===== config.mk =====
export PLATFORM = sky130hd
export DESIGN_NAME = ms_port_arb
export DESIGN_NICKNAME = d
export VERILOG_FILES = /design/src/rtl/ms_port_arb_pkg.sv /design/src/rtl/ms_rr_pick.sv /design/src/rtl/ms_port_arb.sv
export SDC_FILE = /design/constraint.sdc
export NUM_CORES = 1
export LEC_CHECK = 0
export BUFFER_PORTS_ARGS = -buffer_cell sky130_fd_sc_hd__buf_2
export CORE_AREA = 8 8 149 151
export DETAILED_ROUTE_END_ITERATION = 10
export DIE_AREA = 0 0 157 159
export PLACE_DENSITY = 0.72
export REMOVE_ABC_BUFFERS = 1
export SKIP_CTS_REPAIR_TIMING = 1
export SLEW_MARGIN = 20
export SYNTH_ARGS = -nofsm -noshare
export SYNTH_HDL_FRONTEND = slang
export SYNTH_SLANG_ARGS = --single-unit

===== constraint.sdc =====
create_clock -name AClkH -period 4.5 [get_ports AClkH]
set_clock_uncertainty 0.2 [all_clocks]
set_input_delay 0.45 -clock AClkH [delete_from_list [all_inputs] [get_ports AClkH]]
set_output_delay 0.45 -clock AClkH [all_outputs]
set_load 0.005 [all_outputs]

===== src/rtl/ms_port_arb_pkg.sv =====
// Shared types and field widths for the IO port arbiter and its round-robin picker.
package ms_port_arb_pkg;

    typedef enum logic [1:0] {
        ST_IDLE   = 2'd0,
        ST_ACCESS = 2'd1,
        ST_DONE   = 2'd2
    } arb_state_t;

    localparam int unsigned CNT_W  = 16;
    localparam int unsigned ADDR_W = 16;
    localparam int unsigned DATA_W = 64;
    localparam int unsigned SIZE_W = 4;

endpackage


===== src/rtl/ms_rr_pick.sv =====
// Combinational round-robin picker: first requester after the last-granted line, wrapping.
module ms_rr_pick #(
    parameter int unsigned CLineCnt = 2,
    localparam int unsigned IdxW = (CLineCnt > 1) ? $clog2(CLineCnt) : 1
) (
    input  logic [CLineCnt-1:0] req,
    input  logic [IdxW-1:0]     last,
    output logic [CLineCnt-1:0] grant,
    output logic [IdxW-1:0]     idx
);

    int unsigned     cand;
    logic [IdxW-1:0] cand_idx;
    logic            found;

    always_comb begin
        grant    = '0;
        idx      = '0;
        found    = 1'b0;
        cand     = 0;
        cand_idx = '0;
        for (int unsigned off = 1; off <= CLineCnt; off++) begin
            cand = 32'(last) + off;
            if (cand >= CLineCnt) begin
                cand = cand - CLineCnt;
            end
            cand_idx = IdxW'(cand);
            if (!found && req[cand_idx]) begin
                found           = 1'b1;
                grant[cand_idx] = 1'b1;
                idx             = cand_idx;
            end
        end
    end

endmodule


===== src/rtl/ms_port_arb.sv =====
// Round-robin sequencer sharing one 16-bit IO port bus among per-core requesters,
// with busy stretching, one-cycle acknowledge and a busy watchdog.
module ms_port_arb
    import ms_port_arb_pkg::*;
#(
    parameter int unsigned      CCoreCnt = 2,
    parameter logic [CNT_W-1:0] CTimeout = 16'd1023
) (
    input  logic                         AClkH,
    input  logic                         AResetH,
    input  logic                         AClkHEn,
    input  logic [CCoreCnt*ADDR_W-1:0]   APortAddr,
    input  logic [CCoreCnt*DATA_W-1:0]   APortMosi,
    input  logic [CCoreCnt*SIZE_W-1:0]   APortWrSize,
    input  logic [CCoreCnt*SIZE_W-1:0]   APortRdSize,
    output logic [DATA_W-1:0]            APortMiso,
    output logic [CCoreCnt-1:0]          APortAck,
    output logic [ADDR_W-1:0]            AIoAddr,
    output logic [DATA_W-1:0]            AIoMosi,
    output logic [SIZE_W-1:0]            AIoWrSize,
    output logic [SIZE_W-1:0]            AIoRdSize,
    input  logic [DATA_W-1:0]            AIoMiso,
    input  logic                         AIoBusy,
    output logic                         ATimeout
);

    localparam int unsigned     IdxW    = (CCoreCnt > 1) ? $clog2(CCoreCnt) : 1;
    localparam logic [IdxW-1:0] LastRst = IdxW'(CCoreCnt - 1);

    arb_state_t          state, state_nxt;
    logic                abort;
    logic [CCoreCnt-1:0] req, pick_oh, grant_oh;
    logic [IdxW-1:0]     pick_idx, grant_idx, last_idx;
    logic [CNT_W-1:0]    busy_cnt;

    logic [ADDR_W-1:0] addr_v [CCoreCnt];
    logic [DATA_W-1:0] mosi_v [CCoreCnt];
    logic [SIZE_W-1:0] wr_v   [CCoreCnt];
    logic [SIZE_W-1:0] rd_v   [CCoreCnt];

    always_comb begin
        req = '0;
        for (int unsigned i = 0; i < CCoreCnt; i++) begin
            addr_v[i] = APortAddr[i*ADDR_W +: ADDR_W];
            mosi_v[i] = APortMosi[i*DATA_W +: DATA_W];
            wr_v[i]   = APortWrSize[i*SIZE_W +: SIZE_W];
            rd_v[i]   = APortRdSize[i*SIZE_W +: SIZE_W];
            req[i]    = |{wr_v[i], rd_v[i]};
        end
    end

    ms_rr_pick #(.CLineCnt(CCoreCnt)) u_pick (
        .req   (req),
        .last  (last_idx),
        .grant (pick_oh),
        .idx   (pick_idx)
    );

    always_comb begin
        state_nxt = state;
        abort     = 1'b0;
        unique case (state)
            ST_IDLE: begin
                if (|req) state_nxt = ST_ACCESS;
            end
            ST_ACCESS: begin
                if (!AIoBusy) begin
                    state_nxt = ST_DONE;
                end else if ((CTimeout != '0) && (busy_cnt == CTimeout - CNT_W'(1))) begin
                    abort     = 1'b1;
                    state_nxt = ST_DONE;
                end
            end
            ST_DONE: state_nxt = ST_IDLE;
            default: state_nxt = ST_IDLE;
        endcase
    end

    always_ff @(posedge AClkH) begin
        if (AResetH) begin
            state <= ST_IDLE;
        end else if (AClkHEn) begin
            state <= state_nxt;
        end
    end

    // IO outputs are cleared on leaving ACCESS so sizes are nonzero only during the access.
    always_ff @(posedge AClkH) begin
        if (AResetH) begin
            AIoAddr   <= '0;
            AIoMosi   <= '0;
            AIoWrSize <= '0;
            AIoRdSize <= '0;
            APortAck  <= '0;
            APortMiso <= '0;
            ATimeout  <= 1'b0;
            busy_cnt  <= '0;
            grant_idx <= '0;
            grant_oh  <= '0;
            last_idx  <= LastRst;
        end else if (AClkHEn) begin
            unique case (state)
                ST_IDLE: begin
                    if (|req) begin
                        AIoAddr   <= addr_v[pick_idx];
                        AIoMosi   <= mosi_v[pick_idx];
                        AIoWrSize <= wr_v[pick_idx];
                        AIoRdSize <= rd_v[pick_idx];
                        grant_idx <= pick_idx;
                        grant_oh  <= pick_oh;
                        busy_cnt  <= '0;
                    end
                end
                ST_ACCESS: begin
                    if (state_nxt == ST_DONE) begin
                        AIoAddr   <= '0;
                        AIoMosi   <= '0;
                        AIoWrSize <= '0;
                        AIoRdSize <= '0;
                        APortAck  <= grant_oh;
                        APortMiso <= abort ? '0 : AIoMiso;
                        ATimeout  <= abort;
                    end else begin
                        busy_cnt <= busy_cnt + CNT_W'(1);
                    end
                end
                ST_DONE: begin
                    APortAck  <= '0;
                    APortMiso <= '0;
                    ATimeout  <= 1'b0;
                    last_idx  <= grant_idx;
                end
                default: ;
            endcase
        end
    end

endmodule


==> summary.txt, run 1 <==
Status -> finished, final reports clean
Via density -> 5.04
Met2 WL -> 11.9 mm
Die ar. -> 25000 um2
VDD IR-drop max -> 0.000218 V
Clk pwr share -> 39.3%
Max-slew violations -> 0
Comb power frac -> 12.2%
Post-synth EDFFs -> 0
Routed met3 length -> 2.83 mm
Top delay family on crit path -> simple AND/OR/NAND/NOR gates
Layout cell share with drive strength beyond 1 -> 45.8%
DR iter-0 viols -> 368
Slowest stage delay, CP -> 620 ps
Synth cell count leaders -> 177 x dfxtp_1, 89 x mux2i_1, 88 x o2bb2ai_1
Crit path required time -> 4640 ps
WL/cell -> 18.8 um
# clock sinks -> 177
Post-layout instance area -> 9850 um2
Area delta synth->final -> 38.5%
R2R Path End -> ATimeout
Fin. Hold Viols -> 0
Fmax -> 326 MHz
Critical path, cell by cell -> inv_1, ha_1, or4b_4, or4_4, o211a_4, or3_1, a21oi_1
Cell count of the worst hold path -> 3
Largest net degree at the start of global routing -> 89
CP Launch Type -> flop
Synth area leader -> dfxtp_1
PwrDens -> 352 nW/um2
Top cell type's share of synthesized area -> 49.8%
Clock-pin slew on the worst setup and hold paths -> 70 ps
TritonCTS Buffers -> 17
Worst Hold End -> APortMiso[52]
NumNets Final -> 1281
Worst Hold Class -> in -> reg
Yosys Warn Count -> 0
Top post-synthesis cells by area -> dfxtp_1 50%, mux2i_1 13%, o2bb2ai_1 11%
Top FF cell, synth -> dfxtp_1
Unrepaired setup endpoints after global routing -> false
Max-Slew Margin vs Limit -> 34.3%
Final Cycle Share -> 68.1%
Reg2reg path depth -> 7
Core Region -> 19800 um2
Post-DRT Antenna Nets -> 0
FF-to-FF setup slack -> 1440 ps
Slowest CP cell -> or4_4
Pre-Repair DR Iteration Count -> 5
CTS tree -> yes
Worst hold margin -> 73.5 ps
Post-DP HPWL -> 18.9 mm
Worst-path maximum fanout -> 68
FF-to-FF Start -> busy_cnt[0]
Placed Instances -> 1286
Final setup fails -> 0
Switching Power -> 0.907 mW
Min cycle time layout -> 3060 ps
Starting Density -> 35.8%
CTS H-tree lvls -> 4
Area occupied by multi-input gates -> 3320 um2
Seq. cell area -> 3540 um2
Worst-Margin Slew -> 985 ps
Global-route wire length before repair -> 37.6 mm
Most instantiated library cell after synthesis -> dfxtp_1
Critical path capture point type -> flop
CP Buf/Inv Count -> 1
Beginning of the worst hold path -> AIoMiso[52]
Highest metal layer with signal wires -> met5
Die Span X -> 157 um
GRT Util Overall -> 19.2%
Util after Layout -> 49.6%
P_leak -> 4.95 nW
Seq/Total Area, Yosys -> 49.8%
Clock buffer depth -> 2
Sw frac -> 26.2%
Syn Inst Count -> 664
M1 WL -> 9.55 mm
Max_cap viols -> 0
Power Total -> 3.47 mW
I/O pins -> 399
Cell Area, Placed -> 9310 um2
Vias in the first global route -> 6742
Sequential share of power -> 48.5%
Total gr overflow -> 0
WL final -> 24.7 mm
Worst skew pair latency -> 420 ps
Area of the mapped netlist -> 7110 um2
Vias -> 6640
Placer's final routability congestion estimate -> 0.861
CP Class -> reg -> reg
Clock Root Buffer -> clkbuf_16
Layout fillers -> 1860
Row count -> 52
Int Power -> 2.56 mW
Asr flop ratio synth -> 0%
Initial antenna violation count -> 4
Non-filler cells, final -> 1318
Die height -> 159 um
CP Data Arrival Time -> 3210 ps
IO buf count -> 398
Yosys cell types -> 40
DRC -> 0
Synthesized area per cell -> 10.7 um2
FF+latch count, synth -> 177
tightest hold or removal path, cell delays in order:
cell	delay (ps)
buf_2	80
a22oi_2	60
nor2_1	70
kinds of logic (layout without fill, tap and decap cells):
group	Yosys count	count (layout)	synth area share [%]
multiplexers	89	89	12.5
adder cells (fa/ha/maj)	2	2	0.352
buffers and inverters	62	444	3.99
flip-flops	177	177	49.8
XOR/XNOR	1	1	0.123
AND/OR/NAND/NOR	139	139	9.59
other	0	2	0
AO/OA/AOI/OAI	194	194	23.6
power groups by stage:
stage | clock network (mW) | registers [mW] | logic, mW
2_1_floorplan | 0 | 1.72 | 0.176
3_3_place_gp | 0 | 1.72 | 0.421
3_5_place_dp | 0 | 1.71 | 0.429
4_1_cts | 1.39 | 1.68 | 0.428
5_1_grt | 1.47 | 1.69 | 0.464
6_report | 1.36 | 1.68 | 0.423
per-layer routing:
layer / track usage [%] / vias to the layer above
li1: - / 3252
met1: 21.1 / 3084
met2: 31.6 / 274
met3: 9.31 / 26
met4: 6.34 / 4
met5: 0 / -
sequential cells by signal, summed over array words and instances, names as in the netlist:
register   flops
ATimeout       1
APortAck       2
AIoWrSize      4
state          2
AIoMosi       64
AIoAddr       16
grant_oh       2
last_idx       1
AIoRdSize      4
grant_idx      1
busy_cnt      16
APortMiso     64
layout make-up:
cell class              instances  share of cell area (%)
well taps                     270                    3.43
clock inverters                12                    1.02
diodes                          2                  0.0508
flip-flops and latches        177                    36.0
repair buffers                406                    21.1
multi-input cells             425                    33.8
inverters                       8                   0.305
clock buffers                  18                    4.36
per-stage QoR:
step | TNS [ps] | setup slack, ps
after floorplan | -592530 | -6700
after global placement | 0 | 1320
after detailed placement | 0 | 1280
after CTS | 0 | 1410
after global routing | 0 | 1250
final | 0 | 1440
worst max-delay path by stage:
stage / from / to / slack (ps) / cells past startpoint
2_1_floorplan: APortRdSize[7] / grant_idx / -6700 / 4
5_1_grt: busy_cnt[0] / ATimeout / 1250 / 7
3_5_place_dp: APortRdSize[7] / AIoMosi[4] / 1280 / 6
6_report: busy_cnt[0] / ATimeout / 1440 / 7
3_3_place_gp: APortRdSize[7] / AIoMosi[4] / 1320 / 6
4_1_cts: busy_cnt[0] / ATimeout / 1410 / 7
cell usage in the layout (no fill, tap or decap), types with 2 or more instances in the layout:
cell type  Yosys  final
nand2_1       16     16
clkbuf_16      0     17
a21oi_1       15     15
nand3_1        5      5
inv_6          0      6
clkinv_4       0      4
or2_2          5      5
inv_1          8      8
o211ai_1       6      6
a22oi_1       37     37
or4_1         13     13
ha_1           2      2
buf_4          1      6
o2bb2ai_1     88     88
diode_2        0      2
nand4_1        5      5
buf_2          2    398
dfxtp_1      177    177
mux2i_1       89     89
a22oi_2       30     30
o21ai_0        9      8
buf_12         0      2
o31ai_1        3      3
nor2_1        73     72
nor4_1         5      5
or3_1          7      7
Note: power is estimated with default switching activity, not from simulation.
==> run 2: changes to the inputs <==
--- a/config.mk
+++ b/config.mk
@@ -6,10 +6,10 @@
 export NUM_CORES = 1
 export LEC_CHECK = 0
 export BUFFER_PORTS_ARGS = -buffer_cell sky130_fd_sc_hd__buf_2
-export CORE_AREA = 8 8 149 151
+export CORE_AREA = 8 8 147 149
 export DETAILED_ROUTE_END_ITERATION = 10
-export DIE_AREA = 0 0 157 159
-export PLACE_DENSITY = 0.72
+export DIE_AREA = 0 0 155 157
+export PLACE_DENSITY = 0.77
 export REMOVE_ABC_BUFFERS = 1
 export SKIP_CTS_REPAIR_TIMING = 1
 export SLEW_MARGIN = 20
==> constraint.sdc (replaced) <==
create_clock -name AClkH -period 2.6 [get_ports AClkH]
set_clock_uncertainty 0.2 [all_clocks]
set_input_delay 0.26 -clock AClkH [delete_from_list [all_inputs] [get_ports AClkH]]
set_output_delay 0.26 -clock AClkH [all_outputs]
set_load 0.005 [all_outputs]
==> summary.txt, run 2 (synthesis gave the netlist of run 1 again) <==
Status -> finished, violations left
Failing checks -> hold timing, setup timing
Core Region -> 19200 um2
Max-slew violations -> 0
Fin. Hold Viols -> 4
CP Class -> reg -> reg
Post-DRT Antenna Nets -> 0
TritonCTS Buffers -> 17
Layout cell share with drive strength beyond 1 -> 41.3%
Worst skew pair latency -> 410 ps
Global-route wire length before repair -> 37.1 mm
Final setup fails -> 99
Clock-pin slew on the worst setup and hold paths -> 60 ps
Starting Density -> 37.0%
Crit path required time -> 2670 ps
Row count -> 51
Min cycle time layout -> 2710 ps
Int Power -> 5.05 mW
Vias -> 8300
CP Launch Type -> flop
Worst-Margin Slew -> 726 ps
Total gr overflow -> 0
Worst-path maximum fanout -> 41
Area delta synth->final -> 79.8%
Sw frac -> 25.4%
IO buf count -> 398
Via density -> 5.24
Unrepaired setup endpoints after global routing -> true
P_leak -> 6.16 nW
I/O pins -> 399
Max_cap viols -> 0
Setup ws final -> -105 ps
WL final -> 32.8 mm
Clk pwr share -> 39.6%
NumNets Final -> 1547
CTS tree -> yes
WL/cell -> 20.7 um
Die height -> 157 um
Initial antenna violation count -> 6
Clock Root Buffer -> clkbuf_16
Max-Slew Margin vs Limit -> 51.6%
CTS H-tree lvls -> 4
CP Data Arrival Time -> 2770 ps
Clock buffer depth -> 2
Post-layout instance area -> 12800 um2
Sum Neg Setup Slack -> -3970 ps
Placer's final routability congestion estimate -> 0.868
Commonest cells after routing, fill and taps aside -> 398 x buf_2, 236 x dlygate4sd3_1, 176 x dfxtp_1, 89 x mux2i_1, 85 x o2bb2ai_1
# clock sinks -> 177
Final Cycle Share -> 104%
Pre-Repair DR Iteration Count -> 5
Post-DP HPWL -> 19.4 mm
Worst hold margin -> -33.7 ps
Fmax -> 370 MHz
Cell Area, Placed -> 9610 um2
GRT Util Overall -> 19.1%
Die Span X -> 155 um
DRC -> 0
Vias in the first global route -> 6988
Most common cell after layout, fill and taps aside -> buf_2
PwrDens -> 529 nW/um2
Critical path capture point type -> flop
DR iter-0 viols -> 441
Worst Hold Class -> in -> reg
Die ar. -> 24300 um2
VDD IR-drop max -> 0.000467 V
Sequential share of power -> 43.3%
Power Total -> 6.76 mW
Comb power frac -> 17.1%
Switching Power -> 1.72 mW
Top flop regs -> AIoMosi x64, APortMiso x64
Largest net degree at the start of global routing -> 89
-- run 2: cell count changes in the layout (fill, tap and decap cells not counted), sizes merged --
cell	delta
diode	+5
o211a	+1
bufinv	+3
inv	-1
clkinvlp	+2
buf	+29
clkinv	-3
dlygate4sd3	+236
-- run 2: worst paths after layout --
kind	end	cells after the start	start	slack, ps
worst min-delay path	AIoMosi[19]	3	APortMosi[19]	-30
worst max register to register	AIoMosi[26]	8	busy_cnt[0]	-110
worst max-delay path	AIoMosi[26]	8	busy_cnt[0]	-110
worst min register to register	AIoMosi[33]	1	AIoMosi[33]	260
-- run 2: power by group through the flow --
stage	sequential (mW)	combinational, mW	clock [mW]
finish	2.93	1.16	2.68
floorplan	2.98	0.305	0
global placement	2.97	0.771	0
CTS	2.91	0.788	2.71
global route	2.94	1.23	2.85
detailed placement	2.96	0.788	0
-- run 2: critical path: stages (launching register included) --
cell       delay, ps
dfxtp_2          320
inv_2             70
ha_4             120
or4b_4           460
or4_4            600
a22oi_2          250
a21oi_4          140
buf_12           200
o2bb2ai_1        170
-- run 2: metal layers --
layer	up-vias	part of all wire, %	GRT usage, %
met3	100	9.3	8.31
met1	3921	36	20.6
met5	-	0	0
met4	0	4.4	7.14
li1	3784	-	-
met2	495	50	32.6
-- run 2: area by class of cell --
type | count | area, um2
inverters | 8 | 30.0
repair buffers | 671 | 4760
diodes | 7 | 17.5
flip-flops and latches | 177 | 3540
clock inverters | 13 | 175
multi-input cells | 426 | 3490
clock buffers | 18 | 439
fillers | 1347 | 6420
well taps | 265 | 332
-- run 2: stage by stage --
stage | utilization [%] | cells | setup slack [ps]
floorplan | - | 610 | -8410
global placement | 50.0 | 1310 | -4.57
detailed placement | 50.0 | 1310 | -97.3
CTS | 53.2 | 1341 | -97.6
global route | 66.5 | 1584 | -155
finish | 66.6 | 1585 | -105
==> run 3: changes to the inputs <==
--- a/config.mk
+++ b/config.mk
@@ -11,7 +11,6 @@
 export DIE_AREA = 0 0 155 157
 export PLACE_DENSITY = 0.77
 export REMOVE_ABC_BUFFERS = 1
-export SKIP_CTS_REPAIR_TIMING = 1
 export SLEW_MARGIN = 20
 export SYNTH_ARGS = -nofsm -noshare
 export SYNTH_HDL_FRONTEND = slang
==> summary.txt, run 3 (synthesis gave the netlist of run 1 again) <==
Clock buffer depth -> 2
Die ar. -> 24300 um2
Post-CTS Setup Bufs -> 0
Fmax -> 370 MHz
Status -> finished, violations left
Post-DP HPWL -> 19.4 mm
WL/cell -> 21.6 um
P_leak -> 6.28 nW
Starting Density -> 37.0%
CP Launch Type -> flop
Worst hold margin -> 97.0 ps
Slowest CP cell -> or4_4
GR peak layer -> met2
Crit path required time -> 2680 ps
CP Class -> reg -> reg
CTS H-tree lvls -> 4
Final Cycle Share -> 104%
Setup ws final -> -101 ps
DR iter-0 viols -> 506
Unrepaired setup endpoints after global routing -> true
Placed Instances -> 1310
# clock sinks -> 177
NumNets Final -> 1560
WL final -> 34.6 mm
Worst-Margin Slew -> 738 ps
Slowest stage delay, CP -> 600 ps
Largest net degree at the start of global routing -> 89
Sum Neg Setup Slack -> -5320 ps
Post-DRT Antenna Nets -> 0
Most common cell after layout, fill and taps aside -> buf_2
Critical path capture point type -> flop
Max-Slew Margin vs Limit -> 50.8%
Row count -> 51
Max-slew violations -> 0
Vias -> 8486
Critical path, cell by cell -> inv_2, ha_4, or4b_4, or4_4, a22oi_2, a21oi_4, buf_12, o2bb2ai_1
Die Span X -> 155 um
PwrDens -> 522 nW/um2
Fin. Hold Viols -> 0
Initial antenna violation count -> 12
Worst-path maximum fanout -> 21
Max_cap viols -> 0
CTS tree -> yes
Power Total -> 6.84 mW
Final setup fails -> 128
Commonest cells after routing, fill and taps aside -> 398 x buf_2, 242 x dlygate4sd3_1, 176 x dfxtp_1, 89 x mux2i_1, 86 x o2bb2ai_1
Vias in the first global route -> 9105
Total gr overflow -> 0
CP Data Arrival Time -> 2780 ps
GRT Util Overall -> 26.0%
DRC -> 0
TritonCTS Buffers -> 17
Setup WS pre-CTS -> -97.3 ps
Layout cell share with drive strength beyond 1 -> 42.5%
GR Util met2 -> 45.9%
I/O pins -> 399
Grt met3 use -> 8.75%
Min cycle time layout -> 2700 ps
VDD IR-drop max -> 0.000442 V
Placer's final routability congestion estimate -> 0.868
Met1 GRT Util -> 26.7%
Non-filler cells, final -> 1603
Via density -> 5.29
Die height -> 157 um
IO buf count -> 398
Worst Hold Class -> in -> reg
Worst skew pair latency -> 410 ps
Clock-pin slew on the worst setup and hold paths -> 80 ps
Clock Root Buffer -> clkbuf_16
Core Region -> 19200 um2
Global-route wire length before repair -> 49.8 mm
Layout fillers -> 1303
Top flop regs -> AIoMosi x64, APortMiso x64
Area delta synth->final -> 84.1%
Pre-Repair DR Iteration Count -> 5
Failing checks -> setup timing
==> run 3: cell count changes in the layout (fill, tap and decap cells not counted), moves of 2 or more <==
cell	change
a22oi_1	-12
buf_4	-2
dlygate4sd3_1	+6
a22oi_2	+12
clkbuf_16	+5
buf_6	+3
diode_2	+5
==> run 3: final timing paths <==
| kind | from | to | slack [ps] | cells after the start |
|---|---|---|---|---|
| worst max-delay path | busy_cnt[0] | AIoAddr[10] | -100 | 8 |
| worst min-delay path | AIoBusy | APortAck[1] | 100 | 4 |
| worst max register to register | busy_cnt[0] | AIoAddr[10] | -100 | 8 |
| worst min register to register | AIoMosi[33] | AIoMosi[33] | 260 | 1 |
==> run 3: layer usage <==
layer | routed length [um] | part of all wire, %
met1 | 12300 | 36
met2 | 17500 | 51
met3 | 3260 | 9.4
met4 | 1530 | 4.4
met5 | 0 | 0
==> run 3: metrics by stage <==
step | utilization [%] | area, um2
floorplan | - | 6860
global placement | 50.0 | 9610
detailed placement | 50.0 | 9610
CTS | 66.6 | 12800
global route | 68.1 | 13100
finish | 68.2 | 13100
==> run 3: layout make-up <==
type                    instances  area, um2  share of cell area (%)
repair buffers                684       4980                    38.0
flip-flops and latches        177       3540                    27.1
clock inverters                13        175                    1.34
multi-input cells             426       3560                    27.2
diodes                         12       30.0                   0.229
clock buffers                  18        439                    3.35
inverters                       8       30.0                   0.229
well taps                     265        332                    2.53
==> run 3: critical path, delay by kind of cell (launching register included) <==
family / cells / cell delay, ps
AOI/OAI and AO/OA: 3 / 580
adders and majority gates: 1 / 120
buffers and inverters: 2 / 280
DFF: 1 / 320
and+or+nand+nor: 2 / 1060
==> run 3: timing repair <==
action,in CTS,in global routing
hold buffers,242,0
setup endpoints to repair,155,156
gates resized for setup,29,25
pin swaps,5,3
cloned,1,7
hold endpoints to repair,155,0
==> run 3: power breakdown <==
group	internal, mW	switching, mW	total (mW)
sequential	2.84	0.0899	2.93
combinational	0.687	0.530	1.22
clock	1.56	1.13	2.69
